**src/rtl/tybec_stream_pkg.sv**
```systemverilog
// Shared stream definitions: FloPoCo exception codes and a constant clog2 helper.
package tybec_stream_pkg;

    // FloPoCo two-bit exception field carried above the IEEE payload
    typedef enum logic [1:0] {
        ExcZero   = 2'b00,
        ExcNormal = 2'b01,
        ExcInf    = 2'b10,
        ExcNan    = 2'b11
    } fp_exc_e;

    localparam int unsigned IeeeW    = 32;
    localparam int unsigned FlopocoW = 34;

    // Ceiling log2, usable in parameter expressions
    function automatic int unsigned clog2(input int unsigned value);
        int unsigned res;
        res = 0;
        while ((64'd1 << res) < 64'(value)) begin
            res++;
        end
        return res;
    endfunction

endpackage

```
**src/rtl/tybec_sync_fifo.sv**
```systemverilog
// Show-ahead synchronous FIFO. Caller qualifies wr_en with !full and rd_en with !empty.
module tybec_sync_fifo
    import tybec_stream_pkg::*;
#(
    parameter int unsigned WIDTH = 34,
    parameter int unsigned DEPTH = 4
) (
    input  logic             clk,
    input  logic             rst,
    input  logic             wr_en,
    input  logic [WIDTH-1:0] wr_data,
    input  logic             rd_en,
    output logic [WIDTH-1:0] rd_data,
    output logic             full,
    output logic             empty
);

    localparam int unsigned PtrW = clog2(DEPTH);
    localparam int unsigned CntW = PtrW + 1;

    logic [WIDTH-1:0] mem [DEPTH];
    logic [PtrW-1:0]  wr_ptr_q, rd_ptr_q;
    logic [CntW-1:0]  count_q, count_d;

    // Storage array; contents are don't-care until counted as occupied
    always_ff @(posedge clk) begin
        if (wr_en) begin
            mem[wr_ptr_q] <= wr_data;
        end
    end

    // Next occupancy from the write/read pair
    always_comb begin
        count_d = count_q;
        unique case ({wr_en, rd_en})
            2'b10:   count_d = count_q + CntW'(1);
            2'b01:   count_d = count_q - CntW'(1);
            default: count_d = count_q;
        endcase
    end

    // Pointers wrap naturally since DEPTH is a power of two
    always_ff @(posedge clk) begin
        if (rst) begin
            wr_ptr_q <= '0;
            rd_ptr_q <= '0;
            count_q  <= '0;
        end else begin
            if (wr_en) begin
                wr_ptr_q <= wr_ptr_q + PtrW'(1);
            end
            if (rd_en) begin
                rd_ptr_q <= rd_ptr_q + PtrW'(1);
            end
            count_q <= count_d;
        end
    end

    assign full    = (count_q == CntW'(DEPTH));
    assign empty   = (count_q == '0);
    assign rd_data = mem[rd_ptr_q];

endmodule

```
**src/rtl/kernel_in_stage.sv**
```systemverilog
// Kernel input stage: IEEE-754 to FloPoCo conversion on write, buffered stream out,
// and a per-frame element counter that pulses done on the last read of each frame.
module kernel_in_stage
    import tybec_stream_pkg::*;
#(
    parameter int unsigned STREAMW = 34,
    parameter int unsigned DEPTH   = 4,
    parameter int unsigned NELEM   = 1024,
    parameter int unsigned FPMODE  = 1
) (
    input  logic               clk,
    input  logic               rst,
    input  logic               in_valid,
    input  logic [31:0]        in_data,
    output logic               in_ready,
    output logic               ovalid,
    output logic [STREAMW-1:0] out1_s0,
    input  logic               oready,
    output logic               done
);

    localparam int unsigned CntW = (NELEM > 1) ? clog2(NELEM) : 1;

    logic [7:0]         exp_f;
    logic [22:0]        man_f;
    fp_exc_e            exc;
    logic [31:0]        ieee_word;
    logic [STREAMW-1:0] conv_word;
    logic [STREAMW-1:0] head_word;
    logic               full, empty;
    logic               wr_en, rd_en;
    logic               last_elem;
    logic [CntW-1:0]    frame_cnt_q;

    // Classify the incoming word and build the stored stream element
    always_comb begin
        exp_f     = in_data[30:23];
        man_f     = in_data[22:0];
        exc       = ExcNormal;
        ieee_word = in_data;
        if (exp_f == 8'h00) begin
            // Denormals flush to signed zero
            exc       = ExcZero;
            ieee_word = {in_data[31], 31'b0};
        end else if (exp_f == 8'hFF) begin
            exc = (man_f == '0) ? ExcInf : ExcNan;
        end
        if (FPMODE != 0) begin
            conv_word = STREAMW'({exc, ieee_word});
        end else begin
            conv_word = STREAMW'(in_data);
        end
    end

    // Handshake qualifiers; all outputs forced idle while reset is held
    always_comb begin
        in_ready  = !rst && !full;
        ovalid    = !rst && !empty;
        wr_en     = in_valid && in_ready;
        rd_en     = ovalid && oready;
        last_elem = (frame_cnt_q == CntW'(NELEM - 1));
        done      = rd_en && last_elem;
        out1_s0   = ovalid ? head_word : '0;
    end

    tybec_sync_fifo #(
        .WIDTH (STREAMW),
        .DEPTH (DEPTH)
    ) u_fifo (
        .clk     (clk),
        .rst     (rst),
        .wr_en   (wr_en),
        .wr_data (conv_word),
        .rd_en   (rd_en),
        .rd_data (head_word),
        .full    (full),
        .empty   (empty)
    );

    // Frame counter advances per read and wraps on the last element
    always_ff @(posedge clk) begin
        if (rst) begin
            frame_cnt_q <= '0;
        end else if (rd_en) begin
            frame_cnt_q <= last_elem ? '0 : frame_cnt_q + CntW'(1);
        end
    end

endmodule

```
**config.mk**
```make
export PLATFORM = sky130hd
export DESIGN_NAME = kernel_in_stage
export DESIGN_NICKNAME = d
export VERILOG_FILES = /design/src/rtl/tybec_stream_pkg.sv /design/src/rtl/tybec_sync_fifo.sv /design/src/rtl/kernel_in_stage.sv
export SDC_FILE = /design/constraint.sdc
export NUM_CORES = 1
export LEC_CHECK = 0
export CAP_MARGIN = 20
export CORE_MARGIN = 2
export CORE_UTILIZATION = 40
export CTS_BUF_LIST = sky130_fd_sc_hd__clkbuf_2 sky130_fd_sc_hd__clkbuf_4 sky130_fd_sc_hd__clkbuf_8
export CTS_CLUSTER_SIZE = 24
export DETAILED_ROUTE_END_ITERATION = 10
export HOLD_SLACK_MARGIN = 0.06
export SKIP_LAST_GASP = 1
export SLEW_MARGIN = 20
export SYNTH_ARGS = -nofsm -noshare
export SYNTH_HDL_FRONTEND = slang
export SYNTH_SLANG_ARGS = --single-unit
```
**constraint.sdc**
```tcl
create_clock -name clk -period 3.1 [get_ports clk]
set_input_delay 0.31 -clock clk [delete_from_list [all_inputs] [get_ports clk]]
set_output_delay 0.31 -clock clk [all_outputs]
set_load 0.05 [all_outputs]
```
==> reports/results.txt, run 1 <==
Worst Setup End Kind = primary output
RSZ-0062 raised after global routing = no
Synth Register Bits = 155
CTS tree = done
Worst Path Required = 2790 ps
Area growth syn-to-layout = 28.0%
Final #Nets = 488
final instance area = 0.00817 mm2
IR Drop Worst-Case VDD = 0.000219 V
hold_buf cts = 0
Antenna Nets Post-Route = 0
initial detailed-routing violation count = 212
drt via density = 5.00
htree depth = 4
most used cell, CP = buf_12
Buf+Inv Stages, Crit Path = 2
CP Launch Type = register
Syn Nets = 407
Cell Int Power = 0.00340 W
register area share after synthesis = 70.0%
total of max-cap violations = 0
top cell type's share of synthesized area = 64.0%
fin crit period = 2690 ps
measured slew at the worst slew-check pin = 562 ps
CTS buffer count = 17
CP max stage cell = dfxtp_2
Placed Cells = 642
WL/cell = 17.9 um
Netlist Area Pre-Place = 0.00638 mm2
share of cells above drive strength 1 = 27.5%
Root Driver = clkbuf_8
Switching Share = 25.1%
period utilization = 86.7%
Pleak = 2.67 nW
worst setup path class = register to primary output
core footprint = 0.0157 mm2
Synth area leaders = edfxtp_1, mux4_2, and2_1
remaining routing DRC violations = 0
# IOs = 73
slowest stage delay, CP = 700 ps
antenna violations before repair = 0
port bufs = 72
first-pass GRT wire length = 18.9 mm
Layout Skew = 9.22 ps
vias in the first global route = 3354
Total GRT Usage = 15.5%
Clock power frac = 32.0%
Non-Filler Instances = 674
1st-pass router iterations = 5
total power per unit cell area = 556 mW/mm2
Final Hold Viols = 0
sequential power share = 52.2%
slew margin rel. = 62.2%
Yosys top cell by area = edfxtp_1
row count = 46
maximum clock frequency = 0.372 GHz
CP Data Arrival Time = 2380 ps
WHS = 482 ps
grt ovf = 0
Die Y = 130 um
drt total wl = 12.1 mm
synth unique cells = 37
clock-pin slew on the worst setup and hold paths = 70 ps
Async S/R FF share, synth = 0%
DIE WIDTH = 130 um
Vias = 3371
crit-path max FO = 22
EDFF count, synth = 136
Combinational Power Share = 15.8%
post-CTS resize count = 0
Initial Utilization = 40.6%
Hold WC Path Type = register to register
Placed Area = 0.00778 mm2
largest buffer count on any clock path = 2
gpl congestion = 0.746
Post-DP HPWL = 7.82 mm
Skew-Pair Late Insertion Delay = 450 ps
Post CTS Setup Buffer Count = 0
YS warnings = 0
setup TNS = 0 ps
average cell area after synthesis = 17.5 um2
Most used DFF post-synth = edfxtp_1
Clock Sinks = 155
die area = 0.0170 mm2
Crit path max-delay family = flip-flops
pin count of the biggest net entering global routing = 25
antenna fix cells = 0
sw power = 0.00114 W
run status = finished, final reports clean
Synth Instances = 364
crit-path cells = buf_12 > mux4_2 > and2_1 > buf_12
Slew Limit Fails = 0
Final setup viols = 0
-- sequential cells by signal (all words and copies together), names as in the netlist, named ones only --
signal / flops
u_fifo.mem: 136
u_fifo.wr_ptr_q: 2
frame_cnt_q: 10
u_fifo.rd_ptr_q: 2
u_fifo.count_q: 3
-- placed cells by master (no fill, tap or decap), types with 10 or more instances in the layout --
master	Yosys	routed
nor2_1	18	18
nor4_1	10	10
mux4_2	34	34
xnor2_1	11	11
dfxtp_1	19	17
edfxtp_1	136	136
clkbuf_8	0	17
and2_1	62	58
buf_12	0	40
clkdlybuf4s50_1	0	36
-- worst paths after layout --
kind / startpoint / to / slack [ps] / cells past startpoint
worst max register to register: u_fifo.count_q[2]$_SDFFE_PP0P_ / u_fifo.count_q[2]$_SDFFE_PP0P_ / 720 / 7
worst max-delay path: register / out1_s0[33] / 410 / 4
worst min-delay path: u_fifo.rd_ptr_q[1]$_SDFFE_PP0P_ / register / 480 / 1
worst min register to register: u_fifo.rd_ptr_q[1]$_SDFFE_PP0P_ / register / 480 / 1
-- Yosys cell counts (4+ instances only) --
| master | number |
|---|---|
| nand4_1 | 4 |
| dfxtp_1 | 19 |
| edfxtp_1 | 136 |
| and2_1 | 62 |
| inv_1 | 4 |
| ha_1 | 6 |
| nor2_1 | 18 |
| nand2_1 | 7 |
| nor4_1 | 10 |
| clkbuf_1 | 14 |
| mux4_2 | 34 |
| nand3_1 | 4 |
| xnor2_1 | 11 |
| mux2i_1 | 4 |
-- layout make-up --
class	instances	area, um2
Sequential cell	155	4470
Fill cell	1298	7550
Clock inverter	14	146
Multi-Input combinational cell	182	1800
Timing Repair Buffer	85	1230
Tap cell	216	270
Inverter	4	15.0
Clock buffer	18	241
-- stage by stage --
| stage | util [%] | total power (W) | setup WS (ps) |
|---|---|---|---|
| 2_1_floorplan | - | 0.00280 | 907 |
| 5_1_grt | 52.0 | 0.00474 | 265 |
| 3_5_place_dp | 49.5 | 0.00314 | 576 |
| 4_1_cts | 52.0 | 0.00460 | 333 |
| 6_report | 52.0 | 0.00454 | 411 |
| 3_3_place_gp | 49.5 | 0.00313 | 615 |
-- routing by layer --
metal  part of all wire [%]  vias to the layer above  routed length (um)  global-route usage [%]
li1                       -                     1551                   -                       -
met1                     43                     1714                5180                    20.1
met2                     50                       90                6070                    25.1
met3                    5.5                       16                 666                    4.63
met4                    1.3                        0                 163                    5.12
met5                      0                        -                   0                       0
-- worst reg2reg max path, cell delays in order (launching register included) --
cell	delay (ps)
dfxtp_1	390
nor3_4	520
nor3b_4	140
ha_1	270
fa_1	390
xnor2_1	140
or3_1	310
a21oi_1	150
-- power by group through the flow --
| stage | combinational, W | sequential (W) | clock, W |
|---|---|---|---|
| 3_5_place_dp | 0.000728 | 0.00242 | 0 |
| 2_1_floorplan | 0.000408 | 0.00240 | 0 |
| 6_report | 0.000718 | 0.00237 | 0.00145 |
| 5_1_grt | 0.000763 | 0.00237 | 0.00160 |
| 3_3_place_gp | 0.000723 | 0.00241 | 0 |
| 4_1_cts | 0.000730 | 0.00237 | 0.00151 |
-- cell families (layout without fill, tap and decap cells) --
family / Yosys count / after routing / share of synthesized area [%]
multiplexers: 38 / 38 / 12.6
adder cells (fa/ha/maj): 7 / 7 / 1.49
AO/OA/AOI/OAI: 7 / 7 / 0.922
flip-flops: 155 / 155 / 70.0
XOR/XNOR: 12 / 12 / 1.65
AND/OR/NAND/NOR: 118 / 118 / 11.4
buffers and inverters: 27 / 121 / 1.92
(Power assumes the default switching activity.)
==> inputs of run 2 (changes only) <==
Settings changed: SYNTH_HIERARCHICAL set to 1, TNS_END_PERCENT set to 1.
==> run 2 against run 1 <==
  * Combinational power decreased by 5.8%
  * Sequential power about the same
  * Area after synthesis increased by 0.78%
  * Clock power increased by 3%
  * Final cell count increased by 0.89%
  * Highest routed layer unchanged
==> reports/results.txt, run 2 <==
run status = finished, final reports clean
Synth Area in Simple Gates = 11.0% (-0.36 points)
top-count cell post-synth = edfxtp_1
Slew Limit Fails = 0 (unchanged)
mux contribution to synthesized area = 12.5% (-0.16 points)
Root Driver = clkbuf_8
most used routing layer = met2
EDFF count, synth = 136 (unchanged)
Vias = 3459 (+2.6%)
total of max-cap violations = 0 (unchanged)
met3 usage = 3.79% (-0.85 points)
initial detailed-routing violation count = 195 (-8.0%)
Post-DP HPWL = 7.54 mm (-3.6%)
Area growth syn-to-layout = 26.7%
fin crit period = 2400 ps (-293 ps)
antenna fix cells = 0 (unchanged)
Yosys top cell by area = edfxtp_1
crit-path max FO = 34 (+55%)
DIE WIDTH = 131 um (+0.38%)
pin count of the biggest net entering global routing = 36 (+44%)
IR Drop Worst-Case VDD = 0.000268 V (+22%)
Non-Filler Instances = 680 (+0.89%)
Pleak = 2.62 nW (-1.5%)
Clock Sinks = 155 (unchanged)
1st-pass router iterations = 4 (-1)
largest buffer count on any clock path = 2 (unchanged)
final instance area = 0.00814 mm2 (-0.26%)
largest family of logic cells by synthesized area = multiplexers
CP max stage cell = mux4_1
Placed Area = 0.00775 mm2 (-0.31%)
share of cells above drive strength 1 = 25.0% (-2.5 points)
reg-to-reg startpoint = u_fifo/count_q[0]$_SDFFE_PP0P_
Die Y = 131 um (+0.38%)
Syn Nets = 415 (+2.0%)
Final #Nets = 494 (+1.2%)
YS warnings = 6 (+6)
first-pass GRT wire length = 19.7 mm (+4.3%)
CP Launch Type = register
max reg flops = 136 (unchanged)
Antenna Nets Post-Route = 0 (unchanged)
CTS tree = done
commonest non-fill, non-tap cell in the layout = edfxtp_1
Synth Instances = 372 (+2.2%)
Final setup viols = 0 (unchanged)
met2 Usage GRT = 24.4% (-0.74 points)
Initial Utilization = 40.8% (+0.17 points)
Biggest register = u_fifo/mem
Layout Utilization = 51.6% (-0.32 points)
biggest registers after layout = u_fifo/mem: 136 flops, frame_cnt_q: 10 flops, u_fifo/count_q: 3 flops
top cells by count, synth = edfxtp_1, and2_1, mux4_2, dfxtp_1, clkbuf_1
hold_buf cts = 0 (unchanged)
most used cell, CP = buf_12
Placed Cells = 648 (+0.93%)
post-synthesis compound-gate area fraction = 1.73% (+0.81 points)
Post CTS Setup Buffer Count = 0 (unchanged)
maximum clock frequency = 0.417 GHz (+12%)
drt via density = 5.09 (+1.7%)
post-CTS resize count = 0 (unchanged)
Most used DFF post-synth = edfxtp_1
worst setup path class = register to primary output
crit-path cells = buf_12 > mux4_1 > and2_1 > buf_12
CTS buffer count = 17 (unchanged)
Layout Skew = 8.70 ps (-0.530 ps)
gpl congestion = 0.727 (-2.6%)
synth unique cells = 40 (+8.1%)
remaining routing DRC violations = 0 (unchanged)
Synth area leaders = edfxtp_1, mux4_2, and2_1
Total GRT Usage = 15.9% (+0.44 points)
Netlist Area Pre-Place = 0.00643 mm2 (+0.78%)
Synth Register Bits = 155 (unchanged)
total power = 0.00451 W (-0.70%)
hold path start = frame_cnt_q[7]$_SDFFE_PP0N_
htree depth = 4 (unchanged)
die area = 0.0171 mm2 (+0.76%)
slowest stage delay, CP = 650 ps (-50 ps)
commonest non-fill, non-tap cells in the layout = edfxtp_1, and2_1, buf_12
antenna violations before repair = 0 (unchanged)
port bufs = 72 (unchanged)
GR Layer Usage met1 = 22.0% (+2.0 points)
register area share after synthesis = 69.4% (-0.54 points)
setup TNS = 0 ps (unchanged)
Async S/R FF share, synth = 0% (unchanged)
grt ovf = 0 (unchanged)
slew margin rel. = 60.2% (-2.1 points)
Post-Synth Adder-Cell Area = 1.48% (-0.012 points)
Skew-Pair Late Insertion Delay = 440 ps (about the same)
row count = 46 (unchanged)
Worst Path Required = 2790 ps (about the same)
fillers = 1336 (+2.9%)
Worst Setup End Kind = primary output
Final Hold Viols = 0 (unchanged)
clock-pin slew on the worst setup and hold paths = 80 ps (about the same)
period utilization = 77.3% (-9.4 points)
measured slew at the worst slew-check pin = 593 ps (+31.4 ps)
top cell type's share of synthesized area = 63.5% (-0.50 points)
CP Data Arrival Time = 2090 ps (-290 ps)
total power per unit cell area = 553 mW/mm2 (-0.44%)
vias in the first global route = 3599 (+7.3%)
drt total wl = 12.4 mm (+2.4%)
average cell area after synthesis = 17.3 um2 (-1.4%)
RSZ-0062 raised after global routing = no
Post-Synth XOR/XNOR Area = 0.954% (-0.69 points)
Hold WC Path Type = register to register
# IOs = 73 (unchanged)
WL/cell = 18.2 um (+1.5%)
core footprint = 0.0158 mm2 (+0.37%)
-- run 2: changes by cell type in the layout (fill, tap and decap cells not counted), sizes merged, moves of 4 or more --
cell / before / now
nor2: 19 / 13
or4: 0 / 4
clkinv: 6 / 10
xnor2: 11 / 4
-- run 2: worst paths after layout --
kind | slack [ps] | end | depth (start not counted)
worst max-delay path | 700 | out1_s0[32] | 4
worst min-delay path | 510 | frame_cnt_q[7]$_SDFFE_PP0N_ | 2
worst max register to register | 850 | u_fifo/count_q[2]$_SDFFE_PP0P_ | 11
worst min register to register | 510 | frame_cnt_q[7]$_SDFFE_PP0N_ | 2
-- run 2: area by class of cell --
class	instances	area (um2)	share of cell area (%)
timing repair buffer	84	1200	14.7
tap	216	270	3.32
multi-input combinational	184	1790	21.9
clock buffer	17	234	2.87
inverter	9	33.8	0.415
sequential	155	4470	54.8
clock inverter	15	156	1.92
-- run 2: cells by family after synthesis --
kind of cell,after synthesis
flip-flops,155
AND/OR/NAND/NOR,117
multiplexers,36
buffers and inverters,33
AO/OA/AOI/OAI,17
XOR/XNOR,7
adder cells (fa/ha/maj),7
-- run 2: stage by stage --
step / hold slack, ps / setup WS (ps)
after global placement: 464 / 514
after CTS: 493 / 650
after detailed placement: 500 / 414
final: 514 / 704
after floorplan: 409 / 247
after global routing: 494 / 581
-- run 2: critical path, delay by kind of cell (launching register included) --
| kind | cells | cell delay, ps |
|---|---|---|
| flip-flops | 1 | 350 |
| AND/OR/NAND/NOR | 1 | 200 |
| buffers and inverters | 2 | 430 |
| multiplexers | 1 | 650 |
-- run 2: report_power, final --
group	internal (W)	switching, W	leakage [nW]	total (W)
Clock	0.000778	0.000714	0.193	0.00149
Combinational	0.000324	0.000353	1.04	0.000676
Sequential	0.00232	0.0000172	1.39	0.00234
Total	0.00342	0.00108	2.62	0.00451
-- run 2: routing by layer --
layer  part of all wire [%]  vias to the layer above
li1                       -                     1584
met1                     46                     1747
met2                     47                      110
met3                    4.8                       18
met4                    1.8                        0
met5                      0                        -
